**config.mk**
```make
export PLATFORM = sky130hd
export DESIGN_NAME = if_stage
export DESIGN_NICKNAME = d
export VERILOG_FILES = /design/src/rtl/if_stage.sv
export SDC_FILE = /design/constraint.sdc
export NUM_CORES = 1
export LEC_CHECK = 0
export BUFFER_PORTS_ARGS = -buffer_cell sky130_fd_sc_hd__clkbuf_2
export CAP_MARGIN = 20
export CORE_ASPECT_RATIO = 0.75
export CORE_MARGIN = 2
export CORE_UTILIZATION = 25
export DETAILED_ROUTE_END_ITERATION = 10
export SYNTH_ARGS = -nofsm -noshare
export SYNTH_HDL_FRONTEND = slang
export SYNTH_SLANG_ARGS = --single-unit
```
**constraint.sdc**
```tcl
create_clock -name clk -period 2.1 [get_ports clk]
set_input_delay 0.21 -clock clk [delete_from_list [all_inputs] [get_ports clk]]
set_output_delay 0.21 -clock clk [all_outputs]
set_load 0.05 [all_outputs]
```
**src/rtl/if_stage.sv**
```systemverilog
// if_stage: instruction-fetch stage of the 5-stage MIPS pipeline.
// Keeps the PC, fetches one word at a time from a request/grant instruction
// memory, and feeds the ID input register. A one-entry skid buffer parks a
// word that returns during a stall. A branch redirect drops any in-flight word.
//
// Handshake: imem_req stays high with imem_addr held constant until a cycle
// in which imem_gnt=1; that edge accepts the request, and it is never withdrawn.
// At most one request is outstanding. Its data returns with imem_rvalid=1 at
// least one cycle after the grant. imem_rvalid is ignored unless a request is
// outstanding (WAIT).
module if_stage #(
  parameter logic [31:0] RESET_PC = 32'h0000_0000
) (
  input  logic        clk,
  input  logic        rst,
  input  logic        stall,
  input  logic        branch_taken,
  input  logic [31:0] branch_target,
  output logic        imem_req,
  output logic [31:0] imem_addr,
  input  logic        imem_gnt,
  input  logic        imem_rvalid,
  input  logic [31:0] imem_rdata,
  output logic [31:0] if_inst,
  output logic [31:0] if_pc4,
  output logic        if_valid,
  output logic [3:0]  IF_ins_type,
  output logic [3:0]  IF_ins_number,
  output logic [1:0]  fsm_state
);

  typedef enum logic [1:0] {
    IDLE = 2'd0,
    REQ  = 2'd1,
    WAIT = 2'd2
  } state_t;

  state_t      state, state_n;
  logic [31:0] pc, pc_n;
  logic [31:0] addr_q, addr_n;
  logic        discard, discard_n;
  logic [31:0] skid_inst, skid_inst_n;
  logic [31:0] skid_pc4, skid_pc4_n;
  logic        skid_full, skid_full_n;
  logic [31:0] inst_n, pc4_n;
  logic        valid_n;
  logic [3:0]  type_n, num_n;
  logic [3:0]  cnt, cnt_n;
  logic        resp, keep;

  // Map an opcode to its debug instruction class.
  function automatic logic [3:0] decode_type(input logic [5:0] op);
    logic [3:0] t;
    t = 4'd15;
    if (op == 6'h00)                        t = 4'd1;
    else if (op >= 6'h08 && op <= 6'h0F)    t = 4'd2;
    else if (op == 6'h23)                   t = 4'd3;
    else if (op == 6'h2B)                   t = 4'd4;
    else if (op == 6'h04 || op == 6'h05)    t = 4'd5;
    else if (op == 6'h02 || op == 6'h03)    t = 4'd6;
    return t;
  endfunction

  assign resp      = (state == WAIT) && imem_rvalid;
  assign keep      = resp && !discard;
  assign imem_req  = (state == REQ);
  assign imem_addr = addr_q;
  assign fsm_state = state;

  // Next-state, PC, skid and output-register logic; redirect beats stall.
  always_comb begin
    state_n     = state;
    pc_n        = pc;
    addr_n      = addr_q;
    discard_n   = discard;
    skid_inst_n = skid_inst;
    skid_pc4_n  = skid_pc4;
    skid_full_n = skid_full;
    inst_n      = if_inst;
    pc4_n       = if_pc4;
    valid_n     = if_valid;
    type_n      = IF_ins_type;
    num_n       = IF_ins_number;
    cnt_n       = cnt;

    if (branch_taken) begin
      pc_n        = branch_target;
      skid_full_n = 1'b0;
      inst_n      = 32'h0;
      valid_n     = 1'b0;
      type_n      = 4'd0;
      // A pending or granted request will still return a stale word,
      // unless it is returning right now (then it is simply not used).
      discard_n   = (state == REQ) || ((state == WAIT) && !imem_rvalid);
    end else begin
      if (resp && discard) discard_n = 1'b0;
      // After a redirect, pc already holds the new target, so a late grant
      // of the old request must not advance it.
      if ((state == REQ) && imem_gnt && !discard) pc_n = pc + 32'd4;
      if (!stall) begin
        if (skid_full) begin
          inst_n      = skid_inst;
          pc4_n       = skid_pc4;
          valid_n     = 1'b1;
          type_n      = decode_type(skid_inst[31:26]);
          num_n       = cnt;
          cnt_n       = cnt + 4'd1;
          skid_full_n = 1'b0;
        end else if (keep) begin
          inst_n  = imem_rdata;
          pc4_n   = addr_q + 32'd4;
          valid_n = 1'b1;
          type_n  = decode_type(imem_rdata[31:26]);
          num_n   = cnt;
          cnt_n   = cnt + 4'd1;
        end else begin
          inst_n  = 32'h0;
          valid_n = 1'b0;
          type_n  = 4'd0;
        end
      end else if (keep) begin
        skid_inst_n = imem_rdata;
        skid_pc4_n  = addr_q + 32'd4;
        skid_full_n = 1'b1;
      end
    end

    case (state)
      IDLE:    if (!skid_full_n) state_n = REQ;
      REQ:     if (imem_gnt) state_n = WAIT;
      WAIT:    if (imem_rvalid) state_n = skid_full_n ? IDLE : REQ;
      default: state_n = IDLE;
    endcase

    // Address is captured once per request so it cannot move before grant.
    if ((state_n == REQ) && (state != REQ)) addr_n = pc_n;
  end

  // FSM state register.
  always_ff @(posedge clk or negedge rst) begin
    if (!rst) state <= IDLE;
    else      state <= state_n;
  end

  // Datapath registers: PC, request address, discard, skid and ID outputs.
  always_ff @(posedge clk or negedge rst) begin
    if (!rst) begin
      pc            <= RESET_PC;
      addr_q        <= RESET_PC;
      discard       <= 1'b0;
      skid_inst     <= 32'h0;
      skid_pc4      <= 32'h0;
      skid_full     <= 1'b0;
      if_inst       <= 32'h0;
      if_pc4        <= 32'h0;
      if_valid      <= 1'b0;
      IF_ins_type   <= 4'd0;
      IF_ins_number <= 4'd0;
      cnt           <= 4'd0;
    end else begin
      pc            <= pc_n;
      addr_q        <= addr_n;
      discard       <= discard_n;
      skid_inst     <= skid_inst_n;
      skid_pc4      <= skid_pc4_n;
      skid_full     <= skid_full_n;
      if_inst       <= inst_n;
      if_pc4        <= pc4_n;
      if_valid      <= valid_n;
      IF_ins_type   <= type_n;
      IF_ins_number <= num_n;
      cnt           <= cnt_n;
    end
  end

endmodule

```
### After elaboration in Yosys (flattened, before gate mapping)

Index checks and enable logic that the tools add are counted.

| word-level totals | value |
|---|---|
| output and inout bits | 108 |
| input bits | 70 |
| word-level logic and storage cells | 104 |
| flip-flop bits (word level) | 209 |

| operators by class | value |
|---|---|
| add/sub/neg operators | 3 |
| reduce and logical (&&, ||, !) cells | 23 |
| $lt $le $gt $ge | 4 |
| mux-type cells | 42 |
| eq/ne operators | 17 |
| bitwise logic cells | 2 |

Operator list:

| kind | number |
|---|---|
| 2-to-1 mux 32 bit | 8 |
| 2-to-1 mux 4 bit | 20 |
| adder 32 x 3 -> 32 bit (second input constant) | 2 |
| == test 6 x 2 -> 1 bit (second input constant) | 4 |
| == test 6 x 3 -> 1 bit (second input constant) | 4 |
| == test 6 bit (second input constant) | 4 |
| greater-or-equal comparator 6 x 4 -> 1 bit (second input constant) | 2 |
| <= comparator 6 x 4 -> 1 bit (second input constant) | 2 |
| zero test 6 bit | 2 |
| 2-to-1 mux 1 bit | 10 |
| logical AND 1 bit | 9 |
| 2-to-1 mux 2 bit | 3 |
| case mux 2 bit (3 select lines) | 1 |
| AND reduction 3 bit | 2 |
| logical OR 1 bit | 5 |
| adder 4 x 1 -> 4 bit (second input constant) | 1 |
| == test 2 x 1 -> 1 bit (second input constant) | 2 |
| inequality test 2 x 1 -> 1 bit (second input constant) | 2 |
| nonzero test 2 bit | 2 |
| == test 2 bit (second input constant) | 1 |
| zero test 1 bit | 2 |
| zero test 2 bit | 1 |
| inverter 1 bit | 2 |

### Logic depth before layout (Yosys ltp)

| depth | value |
|---|---|
| depth after elaboration | 12 |
| depth in mapped cells | 7 |

### Worst setup path after synthesis

Ideal clock, no wire load.

| timing path | value |
|---|---|
| path kind | register to register |
| start point | register state[1], in the netlist fsm_state[1] |
| end point | register pc[22] |
| period minus slack after synthesis | 2.403 ns |
| required time | 1.975 ns |
| cell stages (with the launch flop) | 8 |
| setup slack | -0.303 ns |
| buffers on the path | 2 |
| arrival time | 2.278 ns |
| library setup time | 0.125 ns |
| path through | dfrtp_1 buf_2 and4bb_2 buf_4 nand4_4 or4_1 xnor2_1 mux2_2 |

| between the ends | value |
|---|---|
| longest elaborated chain between the ends | 5 |

Ends and longest elaborated chain:

| what | RTL line | source |
|---|---|---|
| start: declaration | 38 | `state_t state, state_n;` |
| start signal: assignment | 142 | `else state <= state_n;` |
| == test 2 x 1 -> 1 bit | 99 | `if ((state == REQ) && imem_gnt && !discard) pc_n = pc + 32'd4;` |
| logical AND 1 bit (2 in a row) | 99 |  |
| 2-to-1 mux 32 bit | 99 |  |
| 2-to-1 mux 32 bit | 86 | `if (branch_taken) begin` |
| via pc_n[22] | 39 | `logic [31:0] pc, pc_n;` |
| end signal: assignment | 161 | `pc <= pc_n;` |
| end: declaration | 39 |  |

The timed path passes the listed nets, and every way through them passes these cells.
A chain may end at the register's enable or synchronous reset.

### Worst setup path in the final report

| timing path | value |
|---|---|
| start point | register pc[19] |
| end point | register pc[29] |

| between the ends | value |
|---|---|
| longest elaborated chain between the ends | 3 |

Ends and longest elaborated chain:

| what | RTL line |
|---|---|
| adder 32 x 3 -> 32 bit | 99 |
| 2-to-1 mux 32 bit | 99 |
| 2-to-1 mux 32 bit | 86 |
| via pc_n[29] | 39 |

The timed path passes the listed nets, and every way through them passes these cells.

==> impl_metrics.json <==
{
  "synth-main-ff-cell": "dfrtp_1",
  "async_reset_ff_share_pct": 100,
  "setup_viol": 0,
  "cts_tree": "built",
  "grt_usage_pct": 14.6,
  "finalHoldViolCount": 0,
  "insertedDiodeCount": 0,
  "hold_path_depth": 3,
  "drc_errors": 0,
  "dp_worst_setup_slack_ns": -0.197,
  "area_growth_pct": 32.7,
  "pwr_density_cell_mw_per_mm2": 1300,
  "min_period_over_period_pct": 97.4,
  "die_area_mm2": 0.0418,
  "avgSynthCellArea_um2": 9.69,
  "post-dp-hpwl_mm": 22.0,
  "drt-wirelength-per-cell_um": 17.0,
  "ant_nets": 0,
  "drv_cap": 0,
  "vdd_drop_max_v": 0.000529,
  "initial_core_util_pct": 25.4,
  "rows": 63,
  "yosysTopAreaCell": "dfrtp_1",
  "numCtsBuffers": 25,
  "worst_hold_path_type": "input port to flip-flop",
  "rrSetupSlack_ns": 0.05,
  "syn_inst": 1036,
  "grt_max_degree": 117,
  "maxSlewViolCount": 0,
  "endpoint_kind": "flip-flop",
  "htreeDepth": 1,
  "worstPathRequired_ns": 2.51,
  "fillers": 4050,
  "clkTransAtPathRegs_ns": 0.06,
  "synth-seq-cells": 209,
  "ys_seq_area_share_pct": 52.1,
  "design.core.area_mm2": 0.0396,
  "cts_root_buffer": "clkbuf_16",
  "outcome": "complete, no violations",
  "antenna_found_initial": 1,
  "setup_tns_ns": 0,
  "r2r-end": "pc[29]",
  "slew_headroom_pct": 56.4,
  "final_nets": 1355,
  "synth_edf_count": 0,
  "startpoint_type": "flip-flop",
  "synth_area_leaders": "dfrtp_1 52%, nand2_1 8.8%, o21ai_0 3.6%",
  "drt-initial-drc-count": 765,
  "drt_pass1_iterations": 5,
  "regArea_mm2": 0.00524,
  "fmax_ghz": 0.489,
  "syn-num-nets": 1109,
  "period_needed_ns": 2.05,
  "clock_path_buffers": 3,
  "layout_setup_ws_ns": 0.0539,
  "rr_startpoint": "pc[19]",
  "worst_pin_slew_ns": 0.654,
  "grt_pass1_vias": 8269,
  "clock_skew_ns": 0.0105,
  "reg2regPathDepth": 5,
  "overflow": 0,
  "routabilityCongestion": 0.811,
  "worstSetupPathType": "flip-flop to flip-flop",
  "holdPathEnd": "pc[3]",
  "fp.dieW_um": 235,
  "clock_sinks": 209,
  "via_per_inst": 4.69,
  "syn-cell-area_mm2": 0.0100,
  "die_h_um": 178,
  "power_mw": 17.3,
  "yosysUniqueCellTypes": 63,
  "leakagePower_nw": 6.13,
  "worst_skew_pair.late_latency_ns": 0.53,
  "multiInputGateArea_mm2": 0.00455,
  "drt_wl_total_mm": 31.0,
  "io_buffers": 177,
  "cp_data_arrival_time_ns": 2.46,
  "rsz0062_at_grt": "false",
  "crit_fanout": 9,
  "yosys.area.top_type_share_pct": 52.1,
  "drive_above_1_share_pct": 26.6,
  "grt_pass1_wl_mm": 48.7,
  "num_vias": 8542,
  "ioPinCount": 178,
  "min-delay-start": "branch_target[3]",
  "ys_warn_count": 0
}
==> flip-flops by register name, summed over array words and instances, names as in the netlist <==
name	flops
IF_ins_type	4
cnt	4
if_inst	32
IF_ins_number	4
if_pc4	32
skid_full	1
if_valid	1
skid_pc4	32
fsm_state	2
imem_addr	32
skid_inst	32
discard	1
pc	32
==> layout by cell type (no fill, tap or decap), types with 4 or more instances in the layout <==
master | synthesis | routed
a211oi_1 | 4 | 4
a21o_1 | 6 | 6
a21oi_1 | 10 | 10
a221oi_1 | 31 | 31
a22o_1 | 4 | 4
a22oi_1 | 8 | 8
a31oi_1 | 4 | 4
and3_1 | 11 | 11
and4_1 | 4 | 4
buf_12 | 0 | 9
buf_4 | 2 | 41
clkbuf_1 | 56 | 7
clkbuf_16 | 0 | 25
clkbuf_2 | 0 | 175
clkbuf_8 | 0 | 8
dfrtp_1 | 209 | 199
dfrtp_2 | 0 | 10
dlygate4sd3_1 | 0 | 57
inv_1 | 20 | 20
mux2_2 | 30 | 30
mux2i_1 | 9 | 9
nand2_1 | 235 | 233
nand2b_1 | 5 | 5
nand3_1 | 52 | 52
nand4_1 | 10 | 10
nor2_1 | 28 | 25
nor2b_1 | 35 | 35
nor3_1 | 43 | 42
nor4_1 | 10 | 8
nor4_2 | 5 | 5
nor4_4 | 2 | 4
o211ai_1 | 10 | 10
o21ai_0 | 72 | 72
o311ai_0 | 8 | 8
xnor2_1 | 28 | 28
xor2_1 | 31 | 30
==> how the worst max path moves through the flow <==
| stage | start | slack, ns | cells past startpoint | endpoint |
|---|---|---|---|---|
| 3_5_place_dp | skid_full | -0.20 | 5 | IF_ins_type[2] |
| 4_1_cts | imem_addr[3] | 0.005 | 7 | if_pc4[28] |
| 3_3_place_gp | skid_full | -0.17 | 5 | IF_ins_type[3] |
| 6_report | pc[19] | 0.05 | 5 | pc[29] |
| 5_1_grt | pc[19] | 0.002 | 5 | pc[25] |
| 2_1_floorplan | fsm_state[1] | -0.13 | 7 | pc[22] |
==> layer usage <==
layer / part of all wire [%] / vias up / track usage [%]
li1: - / 4116 / -
met1: 47 / 4128 / 20.9
met2: 44 / 244 / 22.3
met3: 5.1 / 52 / 2.46
met4: 3.5 / 2 / 4.88
met5: 0.042 / - / 0
==> worst max-delay path, cell delays in order, from the launching register on <==
cell and delay, ns:
dfrtp_1 0.42, nand3_1 0.16, or4_4 0.62, nor4_2 0.35, xor2_1 0.10, mux2_2 0.27
==> area by class of cell <==
class,count,share of cell area [%]
sequential,209,39.4
tap,520,4.88
multi-input combinational,742,34.2
clock buffer,39,5.62
inverter,20,0.563
timing repair buffer,284,14.7
clock inverter,7,0.695
==> synthesized netlist by cell type (6+ instances only) <==
cell type and count:
mux2_2 30, a21o_1 6, nor2_1 28, xor2_1 31, o311ai_0 8, o211ai_1 10
nor4_1 10, a221oi_1 31, nor3_1 43, o21ai_0 72, xnor2_1 28, nand2_1 235
clkbuf_1 56, a21oi_1 10, a22oi_1 8, and3_1 11, nor2b_1 35, nand4_1 10
dfrtp_1 209, mux2i_1 9, inv_1 20, nand3_1 52
==> cells by family after synthesis <==
group | count (synthesis) | synth area share (%)
simple gates | 471 | 23.5
buf+inv | 85 | 3.49
flops | 209 | 52.1
fa+ha+maj | 3 | 0.374
mux | 39 | 4.26
xor+xnor | 59 | 5.15
compound gates | 170 | 11.2
==> repair_timing <==
| action | 4_1_cts | 5_1_grt |
|---|---|---|
| hold endpoints to repair | 124 | 0 |
| setup buffers | 1 | 1 |
| pin swaps | 1 | 3 |
| resized for setup | 4 | 10 |
| setup endpoints to repair | 20 | 40 |
| hold buffers | 57 | 0 |
==> power breakdown <==
| group | switching (mW) | internal, mW | leakage (nW) |
|---|---|---|---|
| sequential | 1.04 | 5.22 | 2.70 |
| combinational | 4.62 | 1.99 | 3.02 |
| clock | 1.71 | 2.69 | 0.415 |
==> per-stage QoR <==
stage	hold WS (ns)	area [um2]	util, %	std cells
6_report	0.0129	13300	33.7	1821
3_3_place_gp	0.230	11800	29.9	1716
3_5_place_dp	0.227	11800	29.9	1716
2_1_floorplan	-0.0856	10100	-	1036
5_1_grt	0.0253	13300	33.7	1821
4_1_cts	0.00128	13300	33.5	1820
(Power assumes the default switching activity.)
